$ cat src/rtl/adc_uart_packetizer_if.sv
// rtl/adc_uart_packetizer_if.sv - byte stream from the packetizer to the UART transmitter
interface adc_uart_packetizer_if;
    logic [7:0] data;
    logic       valid;
    logic       ready;
    logic       error;

    modport master (output data, output valid, output error, input ready);
    modport slave  (input data, input valid, input error, output ready);
endinterface

$ cat src/rtl/adc_uart_packetizer.sv
// rtl/adc_uart_packetizer.sv - buffers ADC samples and frames them into checksummed byte packets
module adc_uart_packetizer #(
    parameter int         SAMPLE_W        = 12,
    parameter int         SAMPLES_PER_PKT = 4,
    parameter int         FIFO_DEPTH      = 16,
    parameter logic [7:0] HEADER          = 8'hA5
) (
    input  logic                              clk,
    input  logic                              reset,
    input  logic [SAMPLE_W-1:0]               adc_data,
    input  logic                              adc_valid,
    adc_uart_packetizer_if.master             tx,
    output logic [$clog2(FIFO_DEPTH+1)-1:0]   fifo_level,
    output logic                              overflow
);
    localparam int AW = $clog2(FIFO_DEPTH);
    localparam int LW = $clog2(FIFO_DEPTH + 1);
    localparam int CW = $clog2(SAMPLES_PER_PKT + 1);

    typedef enum logic [2:0] {IDLE, HDR, SEQ, SMP_HI, SMP_LO, CSUM} state_t;

    state_t              state, state_n;
    logic [SAMPLE_W-1:0] mem [FIFO_DEPTH];
    logic [AW-1:0]       wr_ptr, rd_ptr;
    logic                full, push, pop, drop, xfer;
    logic                drop_pending;
    logic [7:0]          seq;
    logic [7:0]          csum, csum_n;
    logic [CW-1:0]       smp_cnt, smp_cnt_n;
    logic [7:0]          data_n;
    logic                valid_n, error_n, seq_inc;
    logic [SAMPLE_W-1:0] head, next_head;

    // Space is judged at the start of the cycle: a same-cycle pop never makes room.
    assign full      = (fifo_level == LW'(FIFO_DEPTH));
    assign push      = adc_valid && !full;
    assign drop      = adc_valid && full;
    assign xfer      = tx.valid && tx.ready;
    assign head      = mem[rd_ptr];
    assign next_head = mem[rd_ptr + AW'(1)];

    // Sample storage; contents need no reset because the pointers define validity.
    always_ff @(posedge clk) begin
        if (push) mem[wr_ptr] <= adc_data;
    end

    // FIFO pointers, level and loss flags.
    always_ff @(posedge clk or posedge reset) begin
        if (reset) begin
            wr_ptr       <= '0;
            rd_ptr       <= '0;
            fifo_level   <= '0;
            overflow     <= 1'b0;
            drop_pending <= 1'b0;
        end else begin
            if (push) wr_ptr <= wr_ptr + AW'(1);
            if (pop)  rd_ptr <= rd_ptr + AW'(1);
            fifo_level <= fifo_level + LW'(push) - LW'(pop);
            if (drop) overflow <= 1'b1;
            if (drop)
                drop_pending <= 1'b1;
            else if (state == CSUM && xfer)
                drop_pending <= 1'b0;
        end
    end

    // State register plus the registered byte-stream outputs and packet bookkeeping.
    always_ff @(posedge clk or posedge reset) begin
        if (reset) begin
            state    <= IDLE;
            tx.data  <= 8'h00;
            tx.valid <= 1'b0;
            tx.error <= 1'b0;
            csum     <= 8'h00;
            smp_cnt  <= '0;
            seq      <= 8'h00;
        end else begin
            state    <= state_n;
            tx.data  <= data_n;
            tx.valid <= valid_n;
            tx.error <= error_n;
            csum     <= csum_n;
            smp_cnt  <= smp_cnt_n;
            if (seq_inc) seq <= seq + 8'h01;
        end
    end

    // Next state and the byte to present next; each byte is loaded on the transfer of the previous one.
    always_comb begin
        state_n   = state;
        data_n    = tx.data;
        valid_n   = tx.valid;
        error_n   = tx.error;
        csum_n    = csum;
        smp_cnt_n = smp_cnt;
        pop       = 1'b0;
        seq_inc   = 1'b0;
        case (state)
            IDLE: begin
                if (fifo_level >= LW'(SAMPLES_PER_PKT)) begin
                    state_n   = HDR;
                    data_n    = HEADER;
                    valid_n   = 1'b1;
                    error_n   = 1'b0;
                    csum_n    = 8'h00;
                    smp_cnt_n = '0;
                end
            end
            HDR: begin
                if (xfer) begin
                    state_n = SEQ;
                    data_n  = seq;
                end
            end
            SEQ: begin
                if (xfer) begin
                    state_n = SMP_HI;
                    csum_n  = csum + tx.data;
                    data_n  = 8'(head >> 8);
                end
            end
            SMP_HI: begin
                if (xfer) begin
                    state_n = SMP_LO;
                    csum_n  = csum + tx.data;
                    data_n  = head[7:0];
                end
            end
            SMP_LO: begin
                if (xfer) begin
                    pop    = 1'b1;
                    csum_n = csum + tx.data;
                    if (smp_cnt == CW'(SAMPLES_PER_PKT - 1)) begin
                        state_n = CSUM;
                        data_n  = csum + tx.data;
                        error_n = drop_pending;
                    end else begin
                        state_n   = SMP_HI;
                        smp_cnt_n = smp_cnt + CW'(1);
                        data_n    = 8'(next_head >> 8);
                    end
                end
            end
            CSUM: begin
                if (xfer) begin
                    state_n = IDLE;
                    seq_inc = 1'b1;
                    data_n  = 8'h00;
                    valid_n = 1'b0;
                    error_n = 1'b0;
                end
            end
            default: state_n = IDLE;
        endcase
    end
endmodule

$ cat src/flat_wrapper.sv
// flat-port wrapper written by rule: the top's interface ports become plain ports
module adc_uart_packetizer_flat 
#(
    parameter int         SAMPLE_W        = 12,
    parameter int         SAMPLES_PER_PKT = 4,
    parameter int         FIFO_DEPTH      = 16,
    parameter logic [7:0] HEADER          = 8'hA5
)
  (clk, reset, adc_data, adc_valid, fifo_level, overflow, tx_data, tx_valid, tx_error, tx_ready);
  adc_uart_packetizer_if tx_i ();
  input  logic clk;
  input  logic reset;
  input  logic [SAMPLE_W-1:0] adc_data;
  input  logic adc_valid;
  output logic [$clog2(FIFO_DEPTH+1)-1:0] fifo_level;
  output logic overflow;
  output wire logic [$bits(tx_i.data)-1:0] tx_data;
  output wire logic [$bits(tx_i.valid)-1:0] tx_valid;
  output wire logic [$bits(tx_i.error)-1:0] tx_error;
  input wire logic [$bits(tx_i.ready)-1:0] tx_ready;
  assign tx_data = tx_i.data;
  assign tx_valid = tx_i.valid;
  assign tx_error = tx_i.error;
  assign tx_i.ready = tx_ready;
  adc_uart_packetizer #(.SAMPLE_W(SAMPLE_W), .SAMPLES_PER_PKT(SAMPLES_PER_PKT), .FIFO_DEPTH(FIFO_DEPTH), .HEADER(HEADER)) u_core (.clk(clk), .reset(reset), .adc_data(adc_data), .adc_valid(adc_valid), .tx(tx_i), .fifo_level(fifo_level), .overflow(overflow));
endmodule
$ cat config.mk
export PLATFORM = sky130hd
export DESIGN_NAME = adc_uart_packetizer_flat
export DESIGN_NICKNAME = d
export VERILOG_FILES = /design/src/rtl/adc_uart_packetizer_if.sv /design/src/rtl/adc_uart_packetizer.sv /design/src/flat_wrapper.sv
export SDC_FILE = /design/constraint.sdc
export NUM_CORES = 1
export LEC_CHECK = 0
export CELL_PAD_IN_SITES_DETAIL_PLACEMENT = 0
export CELL_PAD_IN_SITES_GLOBAL_PLACEMENT = 1
export CORE_UTILIZATION = 50
export DETAILED_ROUTE_END_ITERATION = 10
export GPL_TIMING_DRIVEN = 0
export PLACE_DENSITY_LB_ADDON = 0.08
export SLEW_MARGIN = 10
export SYNTH_ARGS = -nofsm -noshare
export SYNTH_HDL_FRONTEND = slang
export SYNTH_SLANG_ARGS = --single-unit
export TNS_END_PERCENT = 5
$ cat constraint.sdc
create_clock -name clk -period 2.8 [get_ports clk]
set_clock_uncertainty 0.05 [all_clocks]
set_input_delay 0.42 -clock clk [delete_from_list [all_inputs] [get_ports clk]]
set_output_delay 0.42 -clock clk [all_outputs]
set_load 0.005 [all_outputs]
; ---- Word level (Yosys, flattened, before mapping)
; Memories as Yosys holds them, arrays and structs flattened.
; Index checks and enable logic that the tools add are counted.
[totals]
regBits = 47
ramBits = 192
input_bits = 16
wordCells = 93
memories = 1
[op_classes]
n_addsub = 7
magnitude_cmp = 1
n_eq_ne = 16
n_mux = 37
n_reduce_logical = 19
[mem_list]
columns = memory, depth, width, rd, rd_ports_with_merged_regs, write_ports, line_no
row1 = u_core.mem, 16, 12, 2, 0, 1, adc_uart_packetizer.sv:23  ; logic [SAMPLE_W-1:0] mem [FIFO_DEPTH];
[ops]
columns = cell, count
row1 = $mux W8, 9
row2 = $pmux W8 S6, 1
row3 = $mux W3, 10
row4 = $pmux W3 S6, 1
row5 = $ne A2 B1 Y1 const B, 8
row6 = $pmux W8 S2, 1
row7 = $mux W1, 12
row8 = $eq A3 B2 Y1 const B, 3
row9 = $add A4 B1 Y4 const B, 2
row10 = $add A8 B1 Y8 const B, 1
row11 = $add A8 B8 Y8, 1
row12 = $reduce_bool A2 Y1, 4
row13 = $reduce_and A7 Y1, 1
row14 = $eq A3 B3 Y1 const B, 2
row15 = $pmux W3 S2, 1
row16 = $reduce_and A3 Y1, 2
row17 = $reduce_and A6 Y1, 1
row18 = $reduce_bool A6 Y1, 1
row19 = $add A5 B1 Y5, 1
row20 = $eq A5 B5 Y1 const B, 1
row21 = $ge A5 B3 Y1 const B, 1
row22 = $reduce_and A5 Y1, 1
row23 = $sub A5 B1 Y5, 1
row24 = $logic_and A1 B1 Y1, 4
row25 = other kinds (10), 10

; ---- Depth between registers and ports, before layout
[depth]
depth_word = 5
depth_mapped = 13
ltp_nobuf = 12

; ---- Worst setup path after synthesis
; Ideal clock, no wire load.
[synth_path]
path_type = register to register
start = register u_core.rd_ptr[0]
end = register u_core.tx.data[1]
setup_time_ns = 0.121
t_arrival_ns = 2.425
slack_ns = 0.204
stages_incl_launch_ff = 9
path_buffers = 2
cell_sequence = dfrtp_1 ha_1 buf_2 buf_1 mux4_2 mux4_2 a22oi_2 nand2_1 a22o_1
[synth_between]
elab_chain_cells = 5
word_cells_on_any_way = 7
cone_classes = add/sub (1) / mux (5) / memory (1)
[synth_rtl]
columns = item, line_no
row1 = "start, declared", adc_uart_packetizer.sv:24  ; logic [AW-1:0] wr_ptr, rd_ptr;
row2 = "start signal, assigned", adc_uart_packetizer.sv:57  ; if (pop) rd_ptr <= rd_ptr + AW'(1);
row3 = $add A4 B1 Y4, adc_uart_packetizer.sv:40  ; assign next_head = mem[rd_ptr + AW'(1)];
row4 = $mem_v2 Z16 W12 (*), n/a
row5 = $mux W8, adc_uart_packetizer.sv:133  ; if (smp_cnt == CW'(SAMPLES_PER_PKT - 1)) begin
row6 = $mux W8, adc_uart_packetizer.sv:130  ; if (xfer) begin
row7 = $pmux W8 S6 (*), adc_uart_packetizer.sv:98  ; case (state)
row8 = "end signal, assigned", adc_uart_packetizer.sv:79  ; tx.data <= data_n;
row9 = "end, declared", adc_uart_packetizer_if.sv:8  ; modport master (output data, output valid, output error, input ready);
; Every way passes the cells marked *; elsewhere a longest branch is shown, timed or not. The select of a mux whose other input is x is not followed.
; A chain may end at the register's enable or synchronous reset.

; ---- Worst setup path in the final report
[layout_path]
start = register u_core.rd_ptr[1]
end = register u_core.tx.data[5]
[layout_between]
elab_chain_cells = 3
[layout_rtl]
columns = item, line_no
row1 = $mem_v2 Z16 W12, n/a
row2 = $mux W8, adc_uart_packetizer.sv:123  ; if (xfer) begin
row3 = $pmux W8 S6, adc_uart_packetizer.sv:98
; Every way passes these cells. The select of a mux whose other input is x is not followed.

==> results.md <==
- Outcome: finished clean
- Worst Tran Pin Value: 903 ps
- Worst Path Arrival: 3060 ps
- Post-Syn Instances: 663
- Yosys Warn Count: 0
- Max Slew Vio Count: 0
- Reg clk slew, reported paths: 60 ps
- Vias in the first global route: 6,470
- Global placer's final weighted congestion: 0.871
- Initial Util: 0.511
- Buf/Inv on CP: 3
- Die Span Y: 149 µm
- Post-synthesis area per instance: 16.3 µm²
- Placed cell count: 982
- Synth area leader: edfxtp_1
- Width of the die: 149 µm
- Max_slew headroom: 0.397
- Post-route cell area: 12,500 µm²
- Register area share after synthesis: 0.644
- DRT antenna net count: 0
- Final Critical Period: 2680 ps
- Largest delay share family, worst path: multiplexers
- Core area: 21,100 µm²
- Critical Path Fanout Max: 10
- Buffers inserted by post-CTS timing repair: 0
- Via count: 6,215
- Required @ worst endpoint: 3180 ps
- Setup crit end kind: flip-flop
- Final nets: 774
- Drt first pass iters: 5
- Multi-input logic area: 3630 µm²
- Setup WS post-layout: 121 ps
- Initial DRC Count: 396
- Post-synth EDFFs: 192
- Number of synthesized register bits: 239
- Largest net degree at the start of global routing: 36
- Netlist cell types: 66
- Fill cell count: 1,606
- Finished Layout Cells: 1,029
- Synth top area cells: edfxtp_1 53%, mux4_2 13%, dfrtp_1 11%
- Max VDD drop: 0.598 mV
- Drt wl/cell: 25.2 µm
- Clock root cell: clkbuf_16
- Max incr delay on CP: 570 ps
- HP Class: input pin to asynchronous set/reset pin
- Site Rows: 53
- Setup TNS: 0 ps
- Total CTS buffers: 26
- Commonest non-fill, non-tap cell in the layout: edfxtp_1
- All-Layer GR Usage: 0.248
- Final hold vios: 0
- Count of hold buffers inserted by post-cts repair: 0
- DPL Wire Length: 17,800 µm
- CTS Sinks: 239
- Clk_lat worst skew: 550 ps
- Drc violations: 0
- Mapped cell area: 10,800 µm²
- Leakage: 4.42 nW
- Sequential cell area: 6940 µm²
- Initial antenna violation count: 0
- CP max-delay cell: mux4_2
- Share of cells above drive strength 1: 0.219
- ANT cells: 0
- Post-route clock period utilization: 0.957
- CTS tree: built
- Top_reg_cell synth: edfxtp_1
- Full die area: 22,100 µm²
- Grt ovf: 0
- Most frequent cells in the layout: 192 x edfxtp_1, 64 x mux4_2, 47 x dfrtp_1
- # H-tree levels: 1
- Area of placed instances: 11,600 µm²
- Crit path kind: flip-flop to flip-flop
- DR vias/cell: 6.04
- Setup Viol. Count Final: 0
- Total power: 12.7 mW
- Crit path cell chain: buf_2 -> buf_4 -> clkbuf_4 -> mux4_2 -> mux4_2 -> nand2_1 -> o2111ai_1 -> o21a_1
- Synth top area share: 0.535
- Ys async rst share: 0.197
- Ports: 32
- Final wirelength: 26,000 µm
- Crit path launch type: flip-flop
- PortBufs: 31
- RSZ-0062 raised after global routing: false
- Max Clk Rate: 373 MHz
- Max cap viols: 0
- Post-Syn Nets: 703
- P&R area growth vs syn: 16.3%
- First-pass GRT wire length: 39,600 µm
- CP most frequent cell: mux4_2
- PwrDens: 1020 nW/µm²
- CTS max path bufs: 3
- Place WS: -292 ps
## cell type report
| class | count | share of cell area |
|---|---|---|
| inverters | 23 | 0.00689 |
| repair buffers | 44 | 0.0345 |
| well taps | 275 | 0.0275 |
| clock inverters | 18 | 0.0185 |
| clock buffers | 30 | 0.0539 |
| flip-flops and latches | 239 | 0.554 |
| multi-input cells | 369 | 0.290 |
| plain buffers | 31 | 0.0152 |
## final timing paths
| path | startpoint | to | slack [ps] | cells past startpoint |
|---|---|---|---|---|
| hold reg to reg | u_core.overflow | u_core.overflow | 420 | 1 |
| max in group asynchronous | reset | u_core.csum[5] | 2110 | 3 |
| setup reg to reg | u_core.rd_ptr[1] | u_core.tx.data[5] | 120 | 8 |
| hold / removal | reset | u_core.wr_ptr[0] | 90 | 2 |
| min in group clk | u_core.overflow | u_core.overflow | 420 | 1 |
| setup / recovery | u_core.rd_ptr[1] | u_core.tx.data[5] | 120 | 8 |
## layer usage
layer,wire length (µm),global-route usage,part of all wire
met1,10700,0.318,0.41
met2,13100,0.428,0.51
met3,1230,0.0358,0.047
met4,885,0.0934,0.034
met5,0,0,0
## worst register-to-register path, stage by stage (launching register included)
cell and delay [ps]:
dfrtp_1 360, buf_2 220, buf_4 260, clkbuf_4 320, mux4_2 350, mux4_2 570
nand2_1 120, o2111ai_1 170, o21a_1 160
## sequential cells by signal, indices dropped and copies added (netlist names), 3 cells and up
register	flops
u_core.csum	8
u_core.fifo_level	5
u_core.mem	192
u_core.rd_ptr	4
u_core.seq	8
u_core.smp_cnt	3
u_core.state	3
u_core.tx.data	8
u_core.wr_ptr	4
## logic make-up after synthesis
kind of cell    share of synthesized area
mux                                 0.156
simple gates                       0.0609
fa+ha+maj                          0.0293
compound gates                     0.0654
flops                               0.644
buf+inv                            0.0245
xor+xnor                           0.0194
## stage by stage
stage | hold slack (ps) | utilization
floorplan | 390 | -
global placement | 405 | 0.542
detailed placement | 407 | 0.550
CTS | 84.2 | 0.593
global route | 98.3 | 0.594
finish | 86.4 | 0.594
## power by group
group,internal (mW),switching (mW),total (mW),leakage (nW)
combinational,2.00,2.49,4.48,1.65
clock,2.12,1.48,3.60,0.425
sequential,4.37,0.283,4.66,2.34
## timing repair
item,CTS,global route
resized for setup,4,13
setup endpoints to repair,4,62
gates cloned,0,0
## cells in the mapped netlist, types with 4 or more instances
library cell  instances
nand2_1              41
o21ai_0               9
and2_1                9
xnor2_1              11
dfrtp_1              47
buf_1                 5
nor3b_1               5
mux4_2               64
mux2i_1              20
o21ai_1              12
nor4_1                5
nand3_1              11
nor3_1                4
and3_1                5
o31ai_1               4
edfxtp_1            192
a21oi_1              19
xor2_1               11
nand2b_1              6
o22ai_1               5
nand4_1               4
clkbuf_1             11
buf_4                 6
inv_1                18
a21o_1                5
ha_1                 22
a211oi_1             13
inv_2                 5
nor2_1               27
buf_2                 7
nor2b_1               9
(Power assumes the default switching activity.)
